**src/rtl/bs_shift_arbiter.sv**
```systemverilog
// Round-robin arbiter that shares one barrel shifter/rotator between NREQ
// requesters. One operation is in flight at a time: the granted operand is
// registered onto the shifter inputs, the arbiter waits out the shifter
// latency, captures the result and holds it until the consumer accepts it.
module bs_shift_arbiter #(
  parameter int NREQ      = 4,
  parameter int DW        = 32,
  parameter int SW        = 5,
  parameter int SHIFT_LAT = 1,
  localparam int IDW      = (NREQ > 1) ? $clog2(NREQ) : 1
) (
  input  logic                 clk,
  input  logic                 reset,
  input  logic [NREQ-1:0]      req_valid,
  output logic [NREQ-1:0]      req_ready,
  input  logic [NREQ*DW-1:0]   req_data,
  input  logic [NREQ*SW-1:0]   req_sel,
  input  logic [NREQ-1:0]      req_rotate,
  output logic [DW-1:0]        bs_in,
  output logic [SW-1:0]        bs_sel,
  output logic                 bs_rotate,
  input  logic [DW-1:0]        bs_out,
  output logic                 rsp_valid,
  input  logic                 rsp_ready,
  output logic [DW-1:0]        rsp_data,
  output logic [IDW-1:0]       rsp_id
);

  // Counter must hold SHIFT_LAT; a zero-latency shifter still needs one bit.
  localparam int CW = (SHIFT_LAT > 1) ? $clog2(SHIFT_LAT + 1) : 1;

  typedef enum logic [1:0] {
    ST_IDLE = 2'd0,
    ST_WAIT = 2'd1,
    ST_RESP = 2'd2
  } state_t;

  state_t           state;
  logic [IDW-1:0]   ptr;
  logic [CW-1:0]    cnt;

  logic             gnt_any;
  logic [IDW-1:0]   gnt_idx;
  logic [IDW-1:0]   cand;

  // Round-robin search starting at ptr, wrapping at NREQ-1 (works for
  // non-power-of-two NREQ because the wrap is explicit).
  always_comb begin
    gnt_any = 1'b0;
    gnt_idx = '0;
    cand    = ptr;
    for (int k = 0; k < NREQ; k++) begin
      if (!gnt_any && req_valid[cand]) begin
        gnt_any = 1'b1;
        gnt_idx = cand;
      end
      cand = (cand == IDW'(NREQ - 1)) ? '0 : cand + 1'b1;
    end
  end

  // Accept strobe is only offered while idle; the requester sees it in the
  // same cycle its valid is presented.
  always_comb begin
    req_ready = '0;
    if (state == ST_IDLE && gnt_any) begin
      req_ready[gnt_idx] = 1'b1;
    end
  end

  // Control FSM plus registered shifter operands and captured response.
  // Reset clears everything, discarding any operation in flight.
  always_ff @(posedge clk or posedge reset) begin
    if (reset) begin
      state     <= ST_IDLE;
      ptr       <= '0;
      cnt       <= '0;
      rsp_valid <= 1'b0;
      bs_in     <= '0;
      bs_sel    <= '0;
      bs_rotate <= 1'b0;
      rsp_data  <= '0;
      rsp_id    <= '0;
    end else begin
      case (state)
        ST_IDLE: begin
          if (gnt_any) begin
            bs_in     <= req_data[int'(gnt_idx)*DW +: DW];
            bs_sel    <= req_sel[int'(gnt_idx)*SW +: SW];
            bs_rotate <= req_rotate[gnt_idx];
            rsp_id    <= gnt_idx;
            ptr       <= (gnt_idx == IDW'(NREQ - 1)) ? '0 : gnt_idx + 1'b1;
            cnt       <= CW'(SHIFT_LAT);
            state     <= ST_WAIT;
          end
        end
        ST_WAIT: begin
          // Operands stay on bs_* so a pipelined shifter sees stable inputs.
          if (cnt == '0) begin
            rsp_data  <= bs_out;
            rsp_valid <= 1'b1;
            state     <= ST_RESP;
          end else begin
            cnt <= cnt - 1'b1;
          end
        end
        ST_RESP: begin
          // No bypass into a new grant: the next accept is at the earliest
          // in the cycle after the response handshake.
          if (rsp_ready) begin
            rsp_valid <= 1'b0;
            state     <= ST_IDLE;
          end
        end
        default: begin
          state     <= ST_IDLE;
          rsp_valid <= 1'b0;
        end
      endcase
    end
  end

endmodule
```
**config.mk**
```make
export PLATFORM = sky130hd
export DESIGN_NAME = bs_shift_arbiter
export DESIGN_NICKNAME = d
export VERILOG_FILES = /design/src/rtl/bs_shift_arbiter.sv
export SDC_FILE = /design/constraint.sdc
export NUM_CORES = 1
export LEC_CHECK = 0
export CAP_MARGIN = 5
export CELL_PAD_IN_SITES_DETAIL_PLACEMENT = 1
export CELL_PAD_IN_SITES_GLOBAL_PLACEMENT = 2
export CORE_ASPECT_RATIO = 1.5
export CORE_MARGIN = 4
export CORE_UTILIZATION = 23
export CTS_CLUSTER_SIZE = 8
export DETAILED_ROUTE_END_ITERATION = 7
export GPL_TIMING_DRIVEN = 0
export PLACE_DENSITY_LB_ADDON = 0.1
export REMOVE_ABC_BUFFERS = 1
export SLEW_MARGIN = 10
export SYNTH_ARGS = -nofsm -noshare
export SYNTH_HDL_FRONTEND = slang
export SYNTH_SLANG_ARGS = --single-unit
```
**constraint.sdc**
```tcl
create_clock -name clk -period 7.2 [get_ports clk]
set_clock_uncertainty 0.15 [all_clocks]
set_input_delay 1.44 -clock clk [delete_from_list [all_inputs] [get_ports clk]]
set_output_delay 1.44 -clock clk [all_outputs]
set_load 0.1 [all_outputs]
```
== After elaboration in Yosys (flattened, before gate mapping) ==
Cells that the tools add are included.

* Register bits after elaboration: 78
* Input bits: 191
* Output and inout port bits: 77
* Word-level logic and storage cells: 84

* $add $sub $neg: 5
* Multipliers: 1
* $lt $le $gt $ge: 6
* Equality and inequality tests: 9
* Shift-type cells: 2
* Muxes and demuxes: 35
* Bitwise operators: 2
* Reduce and logical (&&, ||, !) cells: 15

{| class="wikitable"
|+ Operator list
! cell !! count
|-
| $shiftx A128 B8 Y32 || 1
|-
| $mux W2 || 11
|-
| $shiftx A20 B6 Y5 || 1
|-
| $lt A2 B3 Y1 const B || 5
|-
| $mux W1 || 14
|-
| $bmux W1 S2 || 5
|-
| $eq A2 B2 Y1 const B || 5
|-
| $add A2 B1 Y2 const B || 4
|-
| $ne A2 B2 Y1 const B || 3
|-
| $pmux W2 S3 || 1
|-
| $reduce_and A2 Y1 || 3
|-
| $reduce_and A3 Y1 || 2
|-
| $logic_and A1 B1 Y1 || 5
|-
| $mul A2 B3 Y5 const B || 1
|-
| $mux W4 || 1
|-
| $logic_not A1 Y1 || 3
|-
| $pmux W1 S3 || 1
|-
| $demux W1 S2 || 1
|-
| $eq A2 B1 Y1 const B || 1
|-
| $ge A2 B1 Y1 const B || 1
|-
| $logic_not A2 Y1 || 1
|-
| $not A1 Y1 || 2
|-
| $pmux W1 S2 || 1
|-
| $reduce_bool A2 Y1 || 1
|-
| $sub A1 B1 Y1 const B || 1
|}

== Longest topological paths before layout ==
Gate-level depths: netlist of the first run.

* Word-level depth: 17
* Gate-level depth with buffers: 12
* Gate-level depth less buffers: 9

== Worst setup path before layout of the first run ==
Ideal clock, no wire load.

* Kind: input to output
* Start: input req_valid[3]
* End: output req_ready[1]
* Arrival time: 4510 ps
* Data required time: 5610 ps
* Slack: 1100 ps
* Stages on the path: 7
* Path buffers: 2
* Cells stage by stage: mux2i_1 -> mux2i_2 -> nor2_1 -> a211o_1 -> clkbuf_1 -> buf_2 -> nor3_1

* Longest elaborated chain between the ends: 17

{| class="wikitable"
|+ Ends and longest elaborated chain
! element !! line !! RTL
|-
| start: declaration || 14 || <nowiki>input logic [NREQ-1:0] req_valid,</nowiki>
|-
| $bmux W1 S2 || 53 || <nowiki>if (!gnt_any && req_valid[cand]) begin</nowiki>
|-
| $mux W1 (not written as such) || 53 ||
|-
| $mux W1 || 53 ||
|-
| $logic_not A1 Y1 || 53 ||
|-
| $logic_and A1 B1 Y1 || 53 ||
|-
| $mux W1 || 53 ||
|-
| $logic_not A1 Y1 || 53 ||
|-
| $logic_and A1 B1 Y1 || 53 ||
|-
| $mux W1 || 53 ||
|-
| $logic_not A1 Y1 || 53 ||
|-
| $logic_and A1 B1 Y1 || 53 ||
|-
| $mux W2 || 53 ||
|-
| $lt A2 B3 Y1 (not written as such) / $ge A2 B1 Y1 (equally long branches) || 66 || <nowiki>req_ready[gnt_idx] = 1'b1;</nowiki>
|-
| $logic_and A1 B1 Y1 (not written as such) || 66 ||
|-
| $mux W1 (not written as such) || 66 ||
|-
| $demux W1 S2 || 66 ||
|-
| $mux W4 (*) || 65 || <nowiki>if (state == ST_IDLE && gnt_any) begin</nowiki>
|-
| end: declaration || 15 || <nowiki>output logic [NREQ-1:0] req_ready,</nowiki>
|}

Mark *: on every way between the ends. The rest lies on a longest branch, timed or not. The select of a mux whose other input is x is not followed.

== Worst setup path after layout of the first run ==
* Start: input req_valid[3]
* End: output req_ready[3]

Same word-level chain as after synthesis.

==> summary.md, run 1 <==
| Metric | Value |
|---|---|
| Run status | finished clean |
| Endpoints failing setup | 0 |
| Pre-antenna DRT Iters | 4 |
| Drt first-iter violations | 124 |
| Setup Buffers After CTS | 0 |
| Final #Nets | 812 |
| Seq/Total Area, Yosys | 0.460 |
| Vias in the first global route | 4652 |
| Starting Density | 0.235 |
| Remaining DRCs | 0 |
| Worst R2R End | bs_in[25] |
| Post-synth top flop | dfrtp_1 |
| CP startpoint kind | input pin |
| Die ar. | 0.0207 mm^2 |
| Final slew viol count | 0 |
| Slowest-stage cell, CP | clkdlybuf4s50_1 |
| Synth top area cells | dfrtp_1 46%, mux2i_1 18%, mux2_2 8.8%, o221ai_1 8.1%, nand2_1 4.4% |
| Final WS setup | 620 ps |
| Synth cell count leaders | 78 x dfrtp_1, 78 x mux2i_1, 50 x nand2_1 |
| CTS Hold Buffers Added | 0 |
| CP Class | input pin to output pin |
| Top cell type's share of synthesized area | 0.460 |
| Clk sinks | 78 |
| Port bufs | 267 |
| H-tree levels | 3 |
| Clock-pin slew of the registers on the worst-case setup and hold paths | 70 ps |
| Worst Hold Class | register to register |
| Worst-Margin Slew | 1060 ps |
| CP Max Fanout | 58 |
| Placed insts | 825 |
| EDFF count, synth | 0 |
| Mapped Cells | 364 |
| Clk_lat worst skew | 340 ps |
| First-pass GRT wire length | 26800 um |
| CTS buffer count | 9 |
| TritonCTS clock tree | yes |
| Setup WS pre-CTS | 560 ps |
| Most used cell, CP | clkdlybuf4s50_1 |
| Worst Hold Depth | 2 |
| Yosys top cell by area | dfrtp_1 |
| Critical Path Start | req_valid[3] |
| Hold wc startpoint | rsp_id[1] |
| Tmin final | 6580 ps |
| Vias | 4014 |
| Placer Congestion | 0.732 |
| Synth Register Bits | 78 |
| # IOs | 268 |
| Rows | 60 |
| Slew headroom | 0.288 |
| Post-synthesis cell type count | 39 |
| Clk Tree Root Cell | clkbuf_16 |
| Delay of the slowest critical-path stage | 1130 ps |
| Non-Filler Instances | 841 |
| Reg2Reg Depth | 9 |
| Arr. time, crit path | 4990 ps |
| Area grow syn2layout | 74.7% |
| Netlist Area Pre-Place | 0.00424 mm^2 |
| Worst setup EP type | output pin |
| RSZ-0062 raised after global routing | no |
| Antenna violations before repair | 0 |
| Final Cycle Share | 0.914 |
| Async set or reset register ratio after synthesis | 1.00 |
| Die Y | 174 um |
| N_diodes | 0 |
| Worst R2R Start | ptr[0] |
| Antenna violation net count after detailed routing | 0 |
| Routed wire length | 17300 um |
| Layout cells sized above 1 | 0.112 |
| Vias per Instance | 4.77 |
| Yosys warns | 0 |
| Die width | 119 um |
| R2R setup slack | 3620 ps |
| Synth Area per Inst | 11.6 um^2 |
| Worst Hold End | rsp_id[1] |
| CP Cell Sequence | clkdlybuf4s50_1, mux2_1, mux2_4, a211oi_2, nor2_1, clkinv_4, buf_16, ha_1, and2_1, clkdlybuf4s50_1 |
| Final hold violations | 0 |
| F_max | 152 MHz |
| Max Cap Violations | 0 |
| All-layer global routing usage | 0.167 |
| Post-DP HPWL | 13400 um |
| Largest net degree at the start of global routing | 59 |
| Req. time, crit path | 5610 ps |
| Core area | 0.0180 mm^2 |
| Global route overflow | 0 |
| Clock buffer depth | 2 |
| Fillers | 1997 |
| Setup TNS | 0 ps |
| CTS-repair resized insts | 0 |
| DR WL/cell | 20.5 um |
cells in the final DEF, fill, tap and decap left out, drive strengths merged, types with 2 or more instances in the layout:
cell type	n
o22ai	2
clkdlybuf4s50	267
ha	2
buf	5
a211oi	3
nor2	9
mux2	35
nand2	51
a21o	2
mux2i	79
nor2b	4
clkbuf	9
clkinvlp	3
and2	2
nor3	4
o21a	2
o221ai	39
inv	8
dfrtp	78
a21oi	3
o21ai	7
flip-flops by register name, indices dropped and copies added (netlist names):
register,cells
rsp_valid,1
bs_sel,5
state,2
bs_in,32
cnt,1
bs_rotate,1
rsp_data,32
ptr,2
rsp_id,2
critical path: cells and delay by family:
family                   cells  cell delay (ps)
adder cells (fa/ha/maj)      1              210
buffers and inverters        4             2210
AO/OA/AOI/OAI                1              190
AND/OR/NAND/NOR              2              240
multiplexers                 2              670
worst max-delay path by stage:
stage	to	slack, ps	cells after the start
6_report	req_ready[3]	620	10
3_5_place_dp	req_ready[3]	560	10
5_1_grt	req_ready[3]	420	10
4_1_cts	req_ready[3]	550	10
3_3_place_gp	req_ready[3]	-360	9
2_1_floorplan	req_ready[1]	140	6
metal layers:
metal / global-route usage / vias up / routed length (um)
met3: 0.0658 / 18 / 1580
met4: 0.0585 / 0 / 335
met5: 0 / - / 0
met2: 0.309 / 155 / 9400
met1: 0.169 / 1978 / 5950
li1: - / 1863 / -
cells by family after synthesis:
logic type / after synthesis / synth area share
DFF: 78 / 0.460
AOI/OAI and AO/OA: 61 / 0.119
and+or+nand+nor: 75 / 0.0770
muxes: 114 / 0.281
buffers and inverters: 34 / 0.0567
adders and majority gates: 2 / 0.00590
through the flow:
step / hold slack, ps / instance area (um^2) / utilization
2_1_floorplan: 342 / 4020 / -
3_3_place_gp: 311 / 6970 / 0.387
3_5_place_dp: 322 / 7100 / 0.394
4_1_cts: 340 / 7410 / 0.411
5_1_grt: 367 / 7410 / 0.411
6_report: 333 / 7410 / 0.411
area by class of cell:
cell class                 count  area [um^2]  share of cell area
clock buffer                   9          225              0.0304
inverter                       6         30.0             0.00405
multi-input combinational    252         2050               0.277
tap                          217          272              0.0367
sequential                    78         1950               0.264
timing repair buffer         272         2800               0.377
clock inverter                 7         78.8              0.0106
Power of run 1 is not shown: default switching activity piles up to over one toggle a cycle in this logic, so the estimate is an artifact.
==> inputs of run 2 (changes only) <==
--- a/config.mk
+++ b/config.mk
@@ -11,6 +11,7 @@
 export CORE_ASPECT_RATIO = 1.5
 export CORE_MARGIN = 4
 export CORE_UTILIZATION = 23
+export CTS_BUF_LIST = sky130_fd_sc_hd__clkbuf_4
 export CTS_CLUSTER_SIZE = 8
 export DETAILED_ROUTE_END_ITERATION = 7
 export GPL_TIMING_DRIVEN = 0
==> constraint.sdc (replaced) <==
create_clock -name clk -period 7.2 [get_ports clk]
set_clock_uncertainty 0.15 [all_clocks]
set_input_delay 1.44 -clock clk [delete_from_list [all_inputs] [get_ports clk]]
set_output_delay 1.44 -clock clk [all_outputs]
set_load 0.02 [all_outputs]
==> run 2 against run 1 <==
Net effect:
- sequential share of layout area rose by 0.56 points
- count of clock-buffer cells in the layout did not move
- global-route usage barely moved
- hold slack improved by 19 ps
- first-iteration DRC count fell by 7.3%
- register-to-register slack barely moved
- via count barely moved
- flip-flop and latch count did not move
- fmax rose by 8.7%
- worst setup slack improved by 520 ps
- critical path depth did not move
- core utilization fell by 0.86 points
==> summary.md, run 2 (synthesis results as in run 1) <==
| Metric | Value |
|---|---|
| Final hold violations | 0 (unchanged) |
| TritonCTS clock tree | yes (unchanged) |
| # IOs | 268 (unchanged) |
| H-tree levels | 3 (unchanged) |
| Drt first-iter violations | 115 (was 124) |
| Regs by FF count | bs_in x32, rsp_data x32, bs_sel x5 (unchanged) |
| Vias per Instance | 4.77 (about the same) |
| Vias | 4013 (was 4014) |
| Post-DP HPWL | 13400 um (unchanged) |
| CP Max Fanout | 58 (unchanged) |
| Req. time, crit path | 5610 ps (about the same) |
| M1 wire length | 5990 um (was 5950 um) |
| DR top layer | met4 (unchanged) |
| CTS-repair resized insts | 0 (unchanged) |
| DR WL/cell | 20.5 um (about the same) |
| CTS Hold Buffers Added | 0 (unchanged) |
| Routed wire length | 17300 um (about the same) |
| Final #Nets | 812 (unchanged) |
| Arr. time, crit path | 4470 ps (was 4990 ps) |
| LEAKAGE | 0.00296 uW |
| Worst-Margin Slew | 910 ps (was 1060 ps) |
| Area grow syn2layout | 71.0% (was 74.7%) |
| Peak supply drop | 0.247 mV |
| F_max | 165 MHz (was 152 MHz) |
| Die ar. | 0.0207 mm^2 (unchanged) |
| All-layer global routing usage | 0.167 (about the same) |
| Setup Buffers After CTS | 0 (unchanged) |
| Endpoints failing setup | 0 (unchanged) |
| Most used cell, CP | clkdlybuf4s50_1 (unchanged) |
| Pre-antenna DRT Iters | 4 (unchanged) |
| Remaining DRCs | 0 (unchanged) |
| Clk Tree Root Cell | clkbuf_4 (was clkbuf_16) |
| Max Cap Violations | 0 (unchanged) |
| Die Y | 174 um (unchanged) |
| Die width | 119 um (unchanged) |
| CP startpoint kind | input pin (unchanged) |
| Core area | 0.0180 mm^2 (unchanged) |
| Critical Path Start | req_valid[3] (unchanged) |
| Worst R2R Start | ptr[0] (unchanged) |
| Final Cycle Share | 0.841 (was 0.914) |
| Delay of the slowest critical-path stage | 600 ps (was 1130 ps) |
| Most frequent cells in the layout | 267 x clkdlybuf4s50_1, 78 x mux2i_1, 78 x dfrtp_1 (unchanged) |
| CTS buffer count | 9 (unchanged) |
| Antenna violations before repair | 1 (was 0) |
| Setup TNS | 0 ps (unchanged) |
| Placer Congestion | 0.732 (unchanged) |
| CP Class | input pin to output pin (unchanged) |
| Slowest-stage cell, CP | clkdlybuf4s50_1 (unchanged) |
| Hold_ws | 352 ps (was 333 ps) |
| Non-Filler Instances | 842 (was 841) |
| Antenna violation net count after detailed routing | 0 (unchanged) |
| Power per standard cell area | 465 mW/mm^2 |
| Hold wc startpoint | rsp_id[1] (unchanged) |
| Fin util | 0.402 (was 0.411) |
| RSZ-0062 raised after global routing | no (unchanged) |
| Port bufs | 267 (unchanged) |
| Placed insts | 825 (unchanged) |
| Layout cells sized above 1 | 0.112 (unchanged) |
| R2R setup slack | 3610 ps (was 3620 ps) |
| Clk_lat worst skew | 450 ps (was 340 ps) |
| Tmin final | 6060 ps (was 6580 ps) |
| Routed wl met2 | 9380 um (was 9400 um) |
| Largest net degree at the start of global routing | 59 (unchanged) |
| Worst Hold Class | register to register (unchanged) |
| Worst setup EP type | output pin (unchanged) |
| Clock buffer depth | 2 (unchanged) |
| Rows | 60 (unchanged) |
| Met3 wire length | 1640 um (was 1580 um) |
| Clock-pin slew of the registers on the worst-case setup and hold paths | 150 ps (was 70 ps) |
| Run status | finished clean (unchanged) |
| Most common cell after layout, fill and taps aside | clkdlybuf4s50_1 (unchanged) |
| Starting Density | 0.235 (unchanged) |
| CP Cell Sequence | clkdlybuf4s50_1, mux2_1, mux2_4, a211oi_2, nor2_1, clkinv_4, buf_16, ha_1, and2_1, clkdlybuf4s50_1 (unchanged) |
| Final slew viol count | 0 (unchanged) |
| Global route overflow | 0 (unchanged) |
| First-pass GRT wire length | 26700 um (was 26800 um) |
| Slew headroom | 0.391 (was 0.288) |
| Clk sinks | 78 (unchanged) |
| Vias in the first global route | 4621 (was 4652) |
-- run 2: final cells by class --
| type | instances | area [um^2] |
|---|---|---|
| clock buffer | 9 | 67.6 |
| timing repair buffer | 272 | 2800 |
| multi-input combinational | 252 | 2050 |
| tap | 217 | 272 |
| antenna | 1 | 2.50 |
| clock inverter | 7 | 78.8 |
| inverter | 6 | 30.0 |
| fill | 2013 | 10800 |
| sequential | 78 | 1950 |
-- run 2: path summary, 6_finish.rpt --
| path | cells after the start | end |
|---|---|---|
| max | 10 | req_ready[3] |
| min | 2 | rsp_id[1] |
| max reg2reg | 9 | bs_in[25] |
| min reg2reg | 2 | rsp_id[1] |
| max in group asynchronous | 3 | state[1] |
| min in group asynchronous | 2 | bs_in[8] |
-- run 2: per-layer routing --
layer	vias to the layer above	global-route usage
met4	0	0.0483
met5	-	0
met2	159	0.307
li1	1864	-
met3	16	0.0706
met1	1974	0.170
-- run 2: power by group --
| part | internal, uW | switching (uW) |
|---|---|---|
| Sequential | 669 | 137 |
| Combinational | 1100 | 1170 |
| Clock | 109 | 186 |
-- run 2: stage by stage --
stage               area (um^2)  setup slack (ps)  total power [uW]
floorplan                  4020              1720              2180
global placement           6970              70.5              3060
detailed placement         7100              1090              3140
CTS                        7250              1080              3450
global route               7250               948              3630
finish                     7250              1140              3370
-- run 2: critical path, delay by kind of cell --
family	cells	cell delay (ps)
and+or+nand+nor	2	240
AOI/OAI and AO/OA	1	190
buffers and inverters	4	1680
muxes	2	680
adders and majority gates	1	210
No activity file was read; power rests on OpenSTA's default activity.
